--- config.mk ---
export PLATFORM = sky130hd
export DESIGN_NAME = rx_lane
export DESIGN_NICKNAME = d
export VERILOG_FILES = /design/src/rtl/pattern_checker_rx_lane.sv
export SDC_FILE = /design/constraint.sdc
export NUM_CORES = 1
export LEC_CHECK = 0
export ABC_AREA = 1
export ABC_CLOCK_PERIOD_IN_PS = 1310
export CELL_PAD_IN_SITES_DETAIL_PLACEMENT = 0
export CELL_PAD_IN_SITES_GLOBAL_PLACEMENT = 1
export CORE_ASPECT_RATIO = 1.5
export CORE_UTILIZATION = 33
export DETAILED_ROUTE_END_ITERATION = 8
export PLACE_DENSITY_LB_ADDON = 0.1
export SYNTH_ARGS = -nofsm -noshare
export SYNTH_HDL_FRONTEND = slang
export SYNTH_SLANG_ARGS = --single-unit
export TNS_END_PERCENT = 20
--- constraint.sdc ---
create_clock -name CLK -period 1.31 [get_ports CLK]
set_clock_uncertainty 0.2 [all_clocks]
set_input_delay 0.262 -clock CLK [delete_from_list [all_inputs] [get_ports CLK]]
set_output_delay 0.262 -clock CLK [all_outputs]
set_load 0.01 [all_outputs]
--- src/rtl/pattern_checker_rx_lane.sv ---
// One receive lane: MSB-first shift register, saturating bit counter and
// compare against the lane's fixed expected pattern.
module rx_lane #(
  parameter int              SIZE     = 16,
  parameter int              CNTW     = 7,
  parameter logic [SIZE-1:0] EXPECTED = '0
) (
  input  logic            CLK,
  input  logic            RST_N,
  input  logic            start_i,
  input  logic            shift_i,
  input  logic            ser_i,
  output logic [SIZE-1:0] shift_o,
  output logic            len_ok_o,
  output logic            match_o
);
  localparam logic [CNTW-1:0] CNT_FULL = CNTW'(SIZE);
  localparam logic [CNTW-1:0] CNT_SAT  = CNTW'(SIZE + 1);

  logic [SIZE-1:0] shift_q, shift_d;
  logic [CNTW-1:0] cnt_q, cnt_d;

  // A new frame clears stale bits so short frames read back zero-filled.
  always_comb begin
    shift_d = shift_q;
    cnt_d   = cnt_q;
    if (start_i) begin
      shift_d = {{(SIZE-1){1'b0}}, ser_i};
      cnt_d   = CNTW'(1);
    end else if (shift_i) begin
      shift_d = {shift_q[SIZE-2:0], ser_i};
      if (cnt_q != CNT_SAT) cnt_d = cnt_q + 1'b1;
    end
  end

  always_ff @(posedge CLK or negedge RST_N) begin
    if (!RST_N) begin
      shift_q <= '0;
      cnt_q   <= '0;
    end else begin
      shift_q <= shift_d;
      cnt_q   <= cnt_d;
    end
  end

  assign shift_o  = shift_q;
  assign len_ok_o = (cnt_q == CNT_FULL);
  assign match_o  = len_ok_o && (shift_q == EXPECTED);
endmodule

==> impl_metrics.toml, run 1 <==
[routing]
remaining_drc_errors = 0
wl_per_cell_um = 13.7
num_vias = 1284
first_pass_iters = 4
drtAntennaViolNets = 0
totalWireLength_um = 3630
vias_per_cell = 4.85
drt-initial-drc-count = 20

[sta]
post-route-worst-setup-slack_ps = -474
slew_viol_final = 0
finalHoldViolCount = 0
worst_pin_slew_ps = 317
setup_viol = 25
relSlewSlack_pct = 78.9
rsz0062_at_grt = "true"
layout_min_cycle_time_ps = 1780
fmaxAchievable_ghz = 0.561
finalCritPeriodShare_pct = 136
hold_slack_ps = 130

[status]
run_status = "finished with violations"
violations = "negative setup slack"

[clock_network]
cts_hold_buf = 0
cts_tree = "built"
clkLatencyLatePin_ps = 270
clkSinkCount = 23
clkTransAtPathRegs_ps = 80
cts_max_level = 1
clk_path_buf_depth = 2
cts_inserted_buffers = 3
root_buffer = "clkbuf_8"

[power_and_ir_drop]
ir_worst_vdd_mv = 0.669
leakagePower_uw = 0.00105
power_density_nw_per_um2 = 901

[critical_path]
cp-start-kind = "register"
cp_max_fo = 2
required_ps = 850
worstSetupEndpointType = "output port"
critPathKind = "register to output port"
critPathArrivalTime_ps = 1320

[global_routing]
grt_max_degree = 24
grt_pass1_vias = 1330
antenna_found_initial = 0
track_usage_pct = 21.1
grt.overflow.total = 0
grt_pass1_wl_um = 5940

[synthesis]
synthCells = 155
ys_warn_count = 0
ys_seq_elements = 23
syn-num-nets = 163
synth_area_um2 = 1190
synthDistinctLibCells = 19
synth.avg_cell_area_um2 = 7.71
synth-seq-area-share_pct = 48.2

[final_layout]
antenna_cells_inserted = 0
final_cell_mix = "nand2_1 (48), buf_6 (38), dfrtp_1 (23), buf_4 (23), nand3_1 (18)"
nNetsFinal = 232
multi_input_area_um2 = 693
area_delta_synth_final_pct = 76.2
regArea_um2 = 576
final_common_cell = "nand2_1"
layout-drive-gt1-share_pct = 43.5
n_fill_cell = 319
fin_cells = 265

[die]
initial_core_util_pct = 35.0
dieArea_um2 = 3870
core-area_um2 = 3420
die_w_um = 51.1
fp.dieH_um = 75.7
rows = 26
io_pins = 23

[placed_design]
io_buffers = 22
place.gp.congestion = 0.816
dp_hpwl_um = 2550
dpl.cell_count = 256

[flow_run]
cap_violations = 0

[min_path]
hold_class = "input pin to async pin"
## Yosys cell counts (all sizes together)
library cell / number / area, um2
nor2: 19 / 88.8
dfrtp: 23 / 576
buf: 4 / 18.8
nand4: 3 / 18.8
nand2: 53 / 199
ha: 3 / 37.5
inv: 14 / 52.6
o21bai: 5 / 37.5
o21ai: 4 / 23.8
nor3: 3 / 15.0
o31ai: 1 / 7.51
a21oi: 1 / 5.00
nand3: 22 / 115
## kinds of logic (layout without fill, tap and decap cells)
group / Yosys count / in the layout / synth area share (%)
AO/OA/AOI/OAI: 11 / 11 / 6.18
buffers and inverters: 18 / 86 / 5.97
adder cells (fa/ha/maj): 3 / 3 / 3.14
AND/OR/NAND/NOR: 100 / 100 / 36.5
flip-flops: 23 / 23 / 48.2
## critical path: stages, from the launching register on
cell	delay, ps
dfrtp_1	400
nor2_2	140
nand4_1	150
nor3_2	210
buf_2	150
## power breakdown
group          leakage [uW]  internal, uW  switching (uW)
sequential         0.000314           747            34.6
combinational      0.000713           317             346
clock             0.0000228           217             236
## cell type report
cell class / count / area share (%)
multi-input combinational: 114 / 32.9
timing repair buffer: 68 / 32.5
inverter: 14 / 2.61
clock buffer: 4 / 2.14
tap: 42 / 2.50
sequential: 23 / 27.3
## registers in the layout (all words and copies together) (netlist names)
signal,count
cnt_q,7
shift_o,16
## layer usage
metal / GRT usage (%) / vias up / share of wire (%)
li1: - / 632 / -
met4: 8.33 / 0 / 1.1
met2: 39.3 / 22 / 57
met3: 2.79 / 4 / 2.6
met5: 0 / - / 0
met1: 23.9 / 626 / 39
## per-stage QoR
stage	total power [uW]	utilization [%]	worst slack, ps	setup TNS, ps	area (um2)
floorplan	990	-	-45.8	-65.3	1200
global placement	1230	52.3	-578	-11310	1790
detailed placement	1230	52.3	-588	-11040	1790
CTS	1710	57.8	-504	-3290	1970
global route	2000	61.6	-531	-3910	2110
finish	1900	61.6	-474	-2630	2110
## final timing paths
path | start | endpoint | slack, ps | cells after the start
min in group CLK | ser_i | shift_o[0] | 340 | 3
hold / removal | RST_N | shift_o[14] | 130 | 2
hold reg to reg | shift_o[9] | shift_o[9] | 390 | 3
setup / recovery | shift_o[4] | match_o | -470 | 4
max in group asynchronous | RST_N | cnt_q[5] | 630 | 2
setup reg to reg | cnt_q[1] | cnt_q[3] | -140 | 8
## what timing repair did
action | in CTS | in global routing
setup buffers | 8 | 2
resized for setup | 115 | 32
cloned | 0 | 0
endpoints found under the setup margin | 39 | 25
pin swaps | 7 | 19
Note: power is estimated with default switching activity, not from simulation.
==> run 2, diff against run 1 <==
--- a/config.mk
+++ b/config.mk
@@ -12,6 +12,7 @@
 export CORE_ASPECT_RATIO = 1.5
 export CORE_UTILIZATION = 33
 export DETAILED_ROUTE_END_ITERATION = 8
+export GPL_TIMING_DRIVEN = 0
 export PLACE_DENSITY_LB_ADDON = 0.1
 export SYNTH_ARGS = -nofsm -noshare
 export SYNTH_HDL_FRONTEND = slang
==> run 2 against run 1 <==
  * The run still ends with negative setup slack left
  * Combinational power is 35% lower
  * Sequential power is 1% higher
  * Critical path depth stayed put
  * Core utilization is 7.6 points lower
  * Global-route usage is 1.5 points lower
  * Clock-buffer cell count stayed put
  * Register-to-register slack worse by 190 ps
  * Critical endpoint unchanged
  * Largest cell class unchanged
==> impl_metrics.toml, run 2 (synthesis gave the netlist of run 1 again) <==
[global_routing]
grtUsageMet2_pct = 35.8
grt_max_degree = 24
grt_pass1_vias = 1200
grt.busiest_layer = "met2"
grt_pass1_wl_um = 5540
grtUsageMet1_pct = 22.8
grt.overflow.total = 0
track_usage_pct = 19.5
antenna_found_initial = 0
met3_usage_pct = 2.00

[die]
io_pins = 23
rows = 26
dieArea_um2 = 3870
initial_core_util_pct = 35.0
core-area_um2 = 3420
fp.dieH_um = 75.7
die_w_um = 51.1

[sta]
worst_pin_slew_ps = 585
relSlewSlack_pct = 61.0
finalCritPeriodShare_pct = 134
slew_viol_final = 0
hold_slack_ps = 175
layout_min_cycle_time_ps = 1750
rsz0062_at_grt = "true"
setup_viol = 19
finalHoldViolCount = 0
fmaxAchievable_ghz = 0.571
post-route-worst-setup-slack_ps = -441

[routing]
drt-initial-drc-count = 20
vias_per_cell = 4.91
remaining_drc_errors = 0
num_vias = 1243
totalWireLength_um = 3440
wl_per_cell_um = 13.6
first_pass_iters = 4
drtAntennaViolNets = 0

[final_layout]
final_common_cell = "nand2_1"
area_delta_synth_final_pct = 54.6
largest_register_ffs = 16
antenna_cells_inserted = 0
fin_util_pct = 54.1
layout-drive-gt1-share_pct = 37.9
nNetsFinal = 220
n_fill_cell = 350
final_cell_mix = "nand2_1 (51), buf_6 (25), dfrtp_1 (20)"

[clock_network]
cts_max_level = 1
clkLatencyLatePin_ps = 260
clkSinkCount = 23
root_buffer = "clkbuf_8"
cts_inserted_buffers = 3
clkTransAtPathRegs_ps = 80
cts_tree = "built"
clk_path_buf_depth = 2

[placed_design]
place.gp.congestion = 0.821
dp_hpwl_um = 2170
io_buffers = 21

[critical_path]
reg2reg_from = "cnt_q[5]"
critPathArrivalTime_ps = 1290
cp_max_fo = 2
rr_endpoint = "cnt_q[3]"
reg2reg_setup_slack_ps = -330
r2r_cells = 11
worstSetupEndpointType = "output port"
critPathKind = "register to output port"
cp-start-kind = "register"
required_ps = 850

[status]
run_status = "finished with violations"
violations = "negative setup slack"

[power_and_ir_drop]
leakagePower_uw = 0.000949
power_density_nw_per_um2 = 898
ir_worst_vdd_mv = 0.529

[flow_run]
cap_violations = 0

[min_path]
hold_class = "input pin to register"
whs_path_depth = 3
min_from = "shift_i"
holdPathEnd = "shift_o[2]"
## run 2: where the power goes
part	internal (uW)	leakage [uW]	switching [uW]
registers	748	0.000310	43.3
logic	180	0.000616	249
clock network	217	0.0000228	221
total	1150	0.000949	513
## run 2: worst max-delay path: stages, from the launching register on
cell	delay, ps
dfrtp_1	410
nor2_1	110
nand4_1	160
nor3_2	200
buf_2	150
## run 2: cell type report
| class | instances | area, um2 | share of cell area [%] |
|---|---|---|---|
| flip-flops and latches | 23 | 579 | 31.4 |
| plain buffers | 4 | 21.3 | 1.15 |
| well taps | 42 | 52.6 | 2.85 |
| inverters | 14 | 52.6 | 2.85 |
| repair buffers | 52 | 468 | 25.3 |
| multi-input cells | 114 | 628 | 34.0 |
| clock buffers | 4 | 45.0 | 2.44 |
## run 2: repair_timing
item / in CTS / in global routing
endpoints found under the setup margin: 64 / 55
endpoints found under the hold margin: 0 / 23
buffers inserted: 24 / 6
hold buffers: 0 / 1
pin swaps: 9 / 7
resized for setup: 103 / 20
## run 2: how the worst max path moves through the flow
stage / from / end / slack [ps] / cells after the start
finish: shift_o[3] / match_o / -440 / 4
global route: shift_o[4] / match_o / -500 / 4
CTS: cnt_q[5] / match_o / -500 / 6
detailed placement: cnt_q[5] / match_o / -670 / 6
global placement: cnt_q[5] / match_o / -670 / 6
floorplan: cnt_q[5] / match_o / -50 / 5
## run 2: metal layers
layer  wire [um]  vias to the layer above  part of all wire [%]
li1            -                      611                     -
met5           0                        -                     0
met2        1950                       20                    57
met1        1360                      608                    40
met3          82                        4                   2.4
met4          49                        0                   1.4
## run 2: through the flow
stage	worst slack, ps	TNS, ps	power [uW]	std cells	cell area (um2)
floorplan	-45.8	-65.3	990	155	1200
global placement	-674	-24260	1080	218	1460
detailed placement	-666	-25100	1090	218	1460
CTS	-497	-3300	1570	246	1720
global route	-499	-4630	1740	253	1850
finish	-441	-3430	1660	253	1850
==> run 3, diff against run 2 <==
--- a/config.mk
+++ b/config.mk
@@ -13,7 +13,7 @@
 export CORE_UTILIZATION = 33
 export DETAILED_ROUTE_END_ITERATION = 8
 export GPL_TIMING_DRIVEN = 0
-export PLACE_DENSITY_LB_ADDON = 0.1
+export PLACE_DENSITY = 0.76
 export SYNTH_ARGS = -nofsm -noshare
 export SYNTH_HDL_FRONTEND = slang
 export SYNTH_SLANG_ARGS = --single-unit
==> run 3 against run 2 <==
  * The run still ends with negative setup slack left
  * Via count is 0.64% lower
  * Power fell by 2.2%
  * Sequential share of layout area rose by 1.4 points
  * Clock power about the same
  * Non-clock buffer count is 6 lower
  * Critical endpoint unchanged
  * Largest power group unchanged
  * Highest routed layer unchanged
==> impl_metrics.toml, run 3 (synthesis gave the netlist of run 1 again) <==
[status]
run_status = "finished with violations"
violations = "negative setup slack"

[final_layout]
area_delta_synth_final_pct = 48.1
largest_register_ffs = 16
nNetsFinal = 214
final_cell_mix = "nand2_1 (51), buf_6 (21), nand3_1 (19), dfrtp_1 (19)"
final_common_cell = "nand2_1"
layout-drive-gt1-share_pct = 37.1
antenna_cells_inserted = 0

[power_and_ir_drop]
leakagePower_uw = 0.000903
ir_worst_vdd_mv = 0.609
power_density_nw_per_um2 = 916
total_power_uw = 1620

[sta]
layout_min_cycle_time_ps = 1840
slew_viol_final = 0
post-route-worst-setup-slack_ps = -531
setup_viol = 26
fmaxAchievable_ghz = 0.543
finalCritPeriodShare_pct = 141
finalHoldViolCount = 0
hold_slack_ps = 167
worst_pin_slew_ps = 582
relSlewSlack_pct = 61.2
rsz0062_at_grt = "true"

[placed_design]
dp_hpwl_um = 2140
place.gp.congestion = 0.883
io_buffers = 21

[critical_path]
worstSetupEndpointType = "output port"
critPathArrivalTime_ps = 1380
critPathKind = "register to output port"
cp_max_fo = 3
cp-start-kind = "register"
required_ps = 850

[global_routing]
grt.overflow.total = 0
grt_max_degree = 24
track_usage_pct = 18.7
antenna_found_initial = 0
grt_pass1_wl_um = 5420
grt_pass1_vias = 1251

[clock_network]
clkLatencyLatePin_ps = 260
clk_path_buf_depth = 2
cts_inserted_buffers = 3
clkTransAtPathRegs_ps = 80
clkSinkCount = 23
cts_max_level = 1
root_buffer = "clkbuf_8"
cts_tree = "built"

[routing]
first_pass_iters = 4
totalWireLength_um = 3410
wl_per_cell_um = 13.8
vias_per_cell = 5.00
num_vias = 1235
drtAntennaViolNets = 0
drt-initial-drc-count = 37
remaining_drc_errors = 0

[die]
rows = 26
core-area_um2 = 3420
initial_core_util_pct = 35.0
dieArea_um2 = 3870
die_w_um = 51.1
fp.dieH_um = 75.7
io_pins = 23

[min_path]
hold_class = "input pin to register"

[flow_run]
cap_violations = 0
[run 3: changes by cell type in the layout (fill, tap and decap cells not counted), sizes merged]
cell	change
buf	-5
clkbuf	-1
[run 3: metal layers]
layer | global-route usage [%] | share of wire [%] | vias to the layer above
li1 | - | - | 597
met1 | 21.7 | 41 | 605
met2 | 34.8 | 55 | 24
met3 | 2.00 | 2.3 | 9
met4 | 7.41 | 1.9 | 0
met5 | 0 | 0 | -
[run 3: what timing repair did]
action,4_1_cts,5_1_grt
hold buffers,0,1
endpoints found under the setup margin,64,34
hold endpoints to repair,0,23
buffers inserted,23,1
pin swaps,2,3
resized for setup,106,12
[run 3: final timing paths]
path,start,end,slack (ps),cells past startpoint
max,cnt_q[0],match_o,-530,6
min,shift_i,shift_o[2],170,3
max reg2reg,cnt_q[0],cnt_q[4],-180,9
min reg2reg,shift_o[15],shift_o[15],320,2
max in group asynchronous,RST_N,cnt_q[2],170,2
min in group asynchronous,RST_N,shift_o[7],330,2
[run 3: through the flow]
step           instance area [um2]  cells  TNS, ps  worst slack (ps)  utilization (%)
6_report                      1770    247    -2300              -531             51.8
5_1_grt                       1770    247    -3660              -593             51.8
4_1_cts                       1720    245    -2620              -556             50.5
3_5_place_dp                  1460    218   -22920              -656             42.8
3_3_place_gp                  1460    218   -22120              -649             42.8
2_1_floorplan                 1200    155    -65.3             -45.8                -
[run 3: final cells by class]
class,instances,area [um2]
clock buffers,4,45.0
plain buffers,4,18.8
inverters,14,52.6
well taps,42,52.6
fillers,332,1650
multi-input cells,114,609
flip-flops and latches,23,581
repair buffers,46,410
[run 3: critical path: stages (launching register included)]
cell	delay (ps)
dfrtp_2	420
inv_2	70
ha_1	160
nand3_2	70
buf_4	150
nor3_4	110
buf_2	150
[run 3: report_power, final]
group          switching, uW  total [uW]  internal [uW]
Combinational            229         391            162
Clock                    219         435            217
Sequential              44.0         795            751
